$ cat config.mk
export PLATFORM = sky130hd
export DESIGN_NAME = gpr_port_ctrl
export DESIGN_NICKNAME = d
export VERILOG_FILES = /design/src/rtl/gpr_port_ctrl.sv
export SDC_FILE = /design/constraint.sdc
export NUM_CORES = 1
export LEC_CHECK = 0
export ABC_AREA = 1
export BUFFER_PORTS_ARGS = -buffer_cell sky130_fd_sc_hd__buf_2
export CORE_MARGIN = 2
export CORE_UTILIZATION = 46
export DETAILED_ROUTE_END_ITERATION = 6
export HOLD_SLACK_MARGIN = 0.08
export PLACE_DENSITY = 0.81
export SYNTH_ARGS = -nofsm -noshare
export SYNTH_HDL_FRONTEND = slang
export SYNTH_SLANG_ARGS = --single-unit
$ cat constraint.sdc
create_clock -name clk -period 2.2 [get_ports clk]
set_input_delay 0.66 -clock clk [delete_from_list [all_inputs] [get_ports clk]]
set_output_delay 0.66 -clock clk [all_outputs]
set_load 0.05 [all_outputs]
$ cat src/rtl/gpr_port_ctrl.sv
// rtl/gpr_port_ctrl.sv - GPR file access controller: write-port arbitration, read sequencing, write forwarding
module gpr_port_ctrl #(
    parameter int unsigned MAX_WAIT = 4
) (
    input  logic        clk,
    input  logic        reset,
    input  logic        w0_valid,
    output logic        w0_ready,
    input  logic [4:0]  w0_addr,
    input  logic [31:0] w0_data,
    input  logic        w1_valid,
    output logic        w1_ready,
    input  logic [4:0]  w1_addr,
    input  logic [31:0] w1_data,
    input  logic        rd_req,
    output logic        rd_ready,
    input  logic [4:0]  rd_rs,
    input  logic [4:0]  rd_rt,
    output logic        rd_valid,
    output logic [31:0] rd_a,
    output logic [31:0] rd_b,
    output logic [4:0]  gpr_rs,
    output logic [4:0]  gpr_rt,
    input  logic [31:0] gpr_busa,
    input  logic [31:0] gpr_busb,
    output logic [4:0]  gpr_rw,
    output logic [31:0] gpr_busw,
    output logic        gpr_regwr
);

    localparam logic [3:0] MAX_W = 4'(MAX_WAIT);

    // Starvation counter for the load writeback requester
    logic [3:0]  wait1_q, wait1_d;

    // Write issue registers (drive the register-file write port directly)
    logic        regwr_q, regwr_d;
    logic [4:0]  rw_q, rw_d;
    logic [31:0] busw_q, busw_d;

    // Read pipeline: stage 1 = address presented to the file, stage 2 = data returning
    logic        s1_valid_q, s1_valid_d;
    logic        s2_valid_q, s2_valid_d;
    logic [4:0]  rs_q, rs_d;
    logic [4:0]  rt_q, rt_d;
    logic        hit_a_q, hit_a_d;
    logic        hit_b_q, hit_b_d;
    logic        zero_a_q, zero_a_d;
    logic        zero_b_q, zero_b_d;
    logic [31:0] fwd_a_q, fwd_a_d;
    logic [31:0] fwd_b_q, fwd_b_d;

    logic override;
    logic grant0;
    logic grant1;
    logic accept;

    // Arbitration: w0 wins unless w1 has waited MAX_WAIT cycles and is still asking
    always_comb begin
        override = (wait1_q == MAX_W);
        w0_ready = reset & ~(override & w1_valid);
        w1_ready = reset & (~w0_valid | override);
        rd_ready = reset;
        grant0   = w0_valid & w0_ready;
        grant1   = w1_valid & w1_ready;
        accept   = rd_req & rd_ready;
    end

    // Next-state for the starvation counter and the write issue stage
    always_comb begin
        wait1_d = 4'd0;
        if (w1_valid & ~w1_ready) begin
            wait1_d = (wait1_q == MAX_W) ? wait1_q : wait1_q + 4'd1;
        end

        regwr_d = 1'b0;
        rw_d    = rw_q;
        busw_d  = busw_q;
        if (grant0) begin
            regwr_d = (w0_addr != 5'd0);
            rw_d    = w0_addr;
            busw_d  = w0_data;
        end else if (grant1) begin
            regwr_d = (w1_addr != 5'd0);
            rw_d    = w1_addr;
            busw_d  = w1_data;
        end
    end

    // Next-state for the read pipeline; forward capture happens as the file samples the address
    always_comb begin
        s1_valid_d = accept;
        s2_valid_d = s1_valid_q;
        rs_d       = accept ? rd_rs : rs_q;
        rt_d       = accept ? rd_rt : rt_q;
        hit_a_d    = hit_a_q;
        hit_b_d    = hit_b_q;
        zero_a_d   = zero_a_q;
        zero_b_d   = zero_b_q;
        fwd_a_d    = fwd_a_q;
        fwd_b_d    = fwd_b_q;
        if (s1_valid_q) begin
            // The write committing on this edge is invisible to the file's registered read
            hit_a_d  = regwr_q & (rw_q == rs_q) & (rs_q != 5'd0);
            hit_b_d  = regwr_q & (rw_q == rt_q) & (rt_q != 5'd0);
            zero_a_d = (rs_q == 5'd0);
            zero_b_d = (rt_q == 5'd0);
            fwd_a_d  = busw_q;
            fwd_b_d  = busw_q;
        end
    end

    // State registers
    always_ff @(posedge clk or negedge reset) begin
        if (!reset) begin
            wait1_q    <= 4'd0;
            regwr_q    <= 1'b0;
            rw_q       <= 5'd0;
            busw_q     <= 32'd0;
            s1_valid_q <= 1'b0;
            s2_valid_q <= 1'b0;
            rs_q       <= 5'd0;
            rt_q       <= 5'd0;
            hit_a_q    <= 1'b0;
            hit_b_q    <= 1'b0;
            zero_a_q   <= 1'b0;
            zero_b_q   <= 1'b0;
            fwd_a_q    <= 32'd0;
            fwd_b_q    <= 32'd0;
        end else begin
            wait1_q    <= wait1_d;
            regwr_q    <= regwr_d;
            rw_q       <= rw_d;
            busw_q     <= busw_d;
            s1_valid_q <= s1_valid_d;
            s2_valid_q <= s2_valid_d;
            rs_q       <= rs_d;
            rt_q       <= rt_d;
            hit_a_q    <= hit_a_d;
            hit_b_q    <= hit_b_d;
            zero_a_q   <= zero_a_d;
            zero_b_q   <= zero_b_d;
            fwd_a_q    <= fwd_a_d;
            fwd_b_q    <= fwd_b_d;
        end
    end

    // Output mux: r0 reads as zero, then forwarded data, then file data
    always_comb begin
        gpr_regwr = regwr_q;
        gpr_rw    = rw_q;
        gpr_busw  = busw_q;
        gpr_rs    = rs_q;
        gpr_rt    = rt_q;
        rd_valid  = s2_valid_q;
        rd_a      = zero_a_q ? 32'd0 : (hit_a_q ? fwd_a_q : gpr_busa);
        rd_b      = zero_b_q ? 32'd0 : (hit_b_q ? fwd_b_q : gpr_busb);
    end

endmodule

==> results.tsv <==
metric	value	unit
post-route cell area	7910	um^2
post-DR wirelength/cell	16.7	um
non-filler cells, final	1154	
Area Overhead vs Synth	50.5	%
clk root buf	clkbuf_16	
worst setup skew after layout	7.62	ps
Starting Density	46.6	%
DIE AREA	12300	um^2
number of port buffers	268	
largest net degree at the start of global routing	55	
Max clock buf depth	2	
commonest non-fill, non-tap cells in the layout	209 x buf_2, 176 x nand2_1, 127 x inv_1, 86 x dfrtp_1, 63 x nor2_1	
final core occ	70.2	%
Crit path arrival time	1600	ps
H-tree depth	3	
Hold WS	361	ps
EDFF count, synth	0	
DR vias/cell	5.21	
placed cell area	6770	um^2
num rows	39	
core region area	11300	um^2
most common cell after layout, fill and taps aside	buf_2	
TritonCTS clock tree	built	
initial antenna violation count	1	
failing checks	setup timing	
Syn Area/Cell	7.13	um^2
total chip power	6330	uW
vias	6018	
fmax	443	MHz
outcome	finished with violations	
Setup violations, final	29	
io pins	269	
Crit Path Max Fanout	6	
Synth Instances	737	
detailed-route DRC error count	0	
top layer in use	met4	
Die Span Y	111	um
Most used DFF post-synth	dfrtp_1	
CP startpoint kind	register	
synthesized area	5250	um^2
maximum vdd drop	0.457	mV
net count reported at finish	1160	
Num CTS Buffers	9	
critical path class	register to primary output	
Max-Slew Margin vs Limit	55.8	%
final wirelength	19200	um
Tcrit/Tclk final	103	%
setup ws final	-59.5	ps
layout cell share with drive strength beyond 1	37.8	%
Met3 Wirelength	1150	um
Skew-Pair Late Insertion Delay	330	ps
first-pass GRT wire length	26600	um
Ys Warns	0	
DRC marker count from the first detailed-route iteration	439	
M1 WL	8010	um
CTS clk-pin slew, worst paths	60	ps
die width	111	um
Slew Viols, Final	0	
Max-Cap Viols	0	
post-cts hold buffer count	0	
Met2 Routed Length	9480	um
RSZ-0062 raised after global routing	yes	
HP Class	input port to asynchronous set/reset pin	
GRT overflow	0	
Syn Nets	892	
Final GP Congestion	0.888	
Worst setup EP type	primary output	
Netlist cell types	22	
Sink Count	90	
first-pass detailed-route iteration total	5	
Seq/Total Area, Yosys	42.9	%
crit path time final	2260	ps
Yosys reg bits	90	
asr flop ratio synth	100	%
Post-DP HPWL	12300	um
gr usage total	26.9	%
final hold vios	0	
DP Cell Count	1115	
Tightest Pin Transition	662	ps
Pwr per Cell Area	801	nW/um^2
Leak	0.00431	uW
WP data required	1540	ps
Antenna Violating Nets Remaining	0	
number of global-route vias before repair	5272	
worst max-delay path: stages (launching register included):
cell and delay (ps):
dfrtp_4 480, buf_4 190, buf_4 150, a211oi_4 240, buf_6 200
cells by family (layout without fill, tap and decap cells):
group | Yosys count | count (layout) | share of synthesized area (%)
adders and majority gates | 2 | 2 | 0.476
and+or+nand+nor | 336 | 336 | 27.1
other | 0 | 1 | 0
xor gates and xnor gates | 5 | 5 | 0.833
buffers and inverters | 183 | 456 | 13.9
DFF | 90 | 90 | 42.9
AOI/OAI and AO/OA | 121 | 121 | 14.8
final cells by class:
class / instances / area (um^2)
tap: 143 / 179
clock inverter: 6 / 65.1
inverter: 129 / 484
timing repair buffer: 311 / 2050
antenna: 1 / 2.50
fill: 915 / 3360
clock buffer: 10 / 239
sequential: 90 / 2260
multi-input combinational: 464 / 2630
synthesized netlist by cell type (all sizes together) (2+ instances only):
master / n / share of area, %
nor2: 74 / 5.3
dfrtp: 90 / 43
nand4: 42 / 5.0
nand3: 43 / 4.1
o21ai: 52 / 5.0
buf: 30 / 3.0
inv: 128 / 9.1
ha: 2 / 0.48
a211oi: 65 / 9.3
a21oi: 2 / 0.26
nand2: 176 / 13
xor2: 4 / 0.67
clkbuf: 24 / 1.7
metal layers:
layer / GRT usage (%) / up-vias
met5: 0 / -
met4: 7.50 / 0
met3: 3.50 / 46
met2: 45.9 / 267
met1: 36.1 / 2804
li1: - / 2901
metrics by stage:
step           TNS, ps  setup WS (ps)
2_1_floorplan   -23130           -399
3_3_place_gp         0            113
3_5_place_dp         0           98.3
4_1_cts           -663          -62.0
5_1_grt          -2110           -122
6_report          -803          -59.5
what timing repair did:
action                     4_1_cts  5_1_grt
resized for setup               34      148
gates cloned                     0        4
pin swaps                        1       23
buffers inserted                 1       17
setup endpoints to repair       34       65
power by group:
group	leakage, uW	switching (uW)	internal (uW)
Sequential	0.00112	164	1880
Combinational	0.00304	1900	814
Clock	0.000149	654	914
registers in the layout (all words and copies together) (netlist names), 4 cells and up:
| signal | flops |
|---|---|
| fwd_a_q | 32 |
| gpr_busw | 32 |
| gpr_rs | 5 |
| gpr_rt | 5 |
| gpr_rw | 5 |
| wait1_q | 4 |
path summary, 6_finish.rpt:
kind	cells after the start	start	slack (ps)	to
worst max-delay path	4	zero_b_q	-60	rd_b[3]
worst min-delay path	2	reset	360	gpr_busw[4]
worst max register to register	8	wait1_q[0]	390	gpr_busw[25]
worst min register to register	2	gpr_busw[30]	500	fwd_a_q[30]
max in group asynchronous	3	reset	1130	zero_b_q
min in group clk	2	gpr_busw[30]	500	fwd_a_q[30]
(Power assumes the default switching activity.)
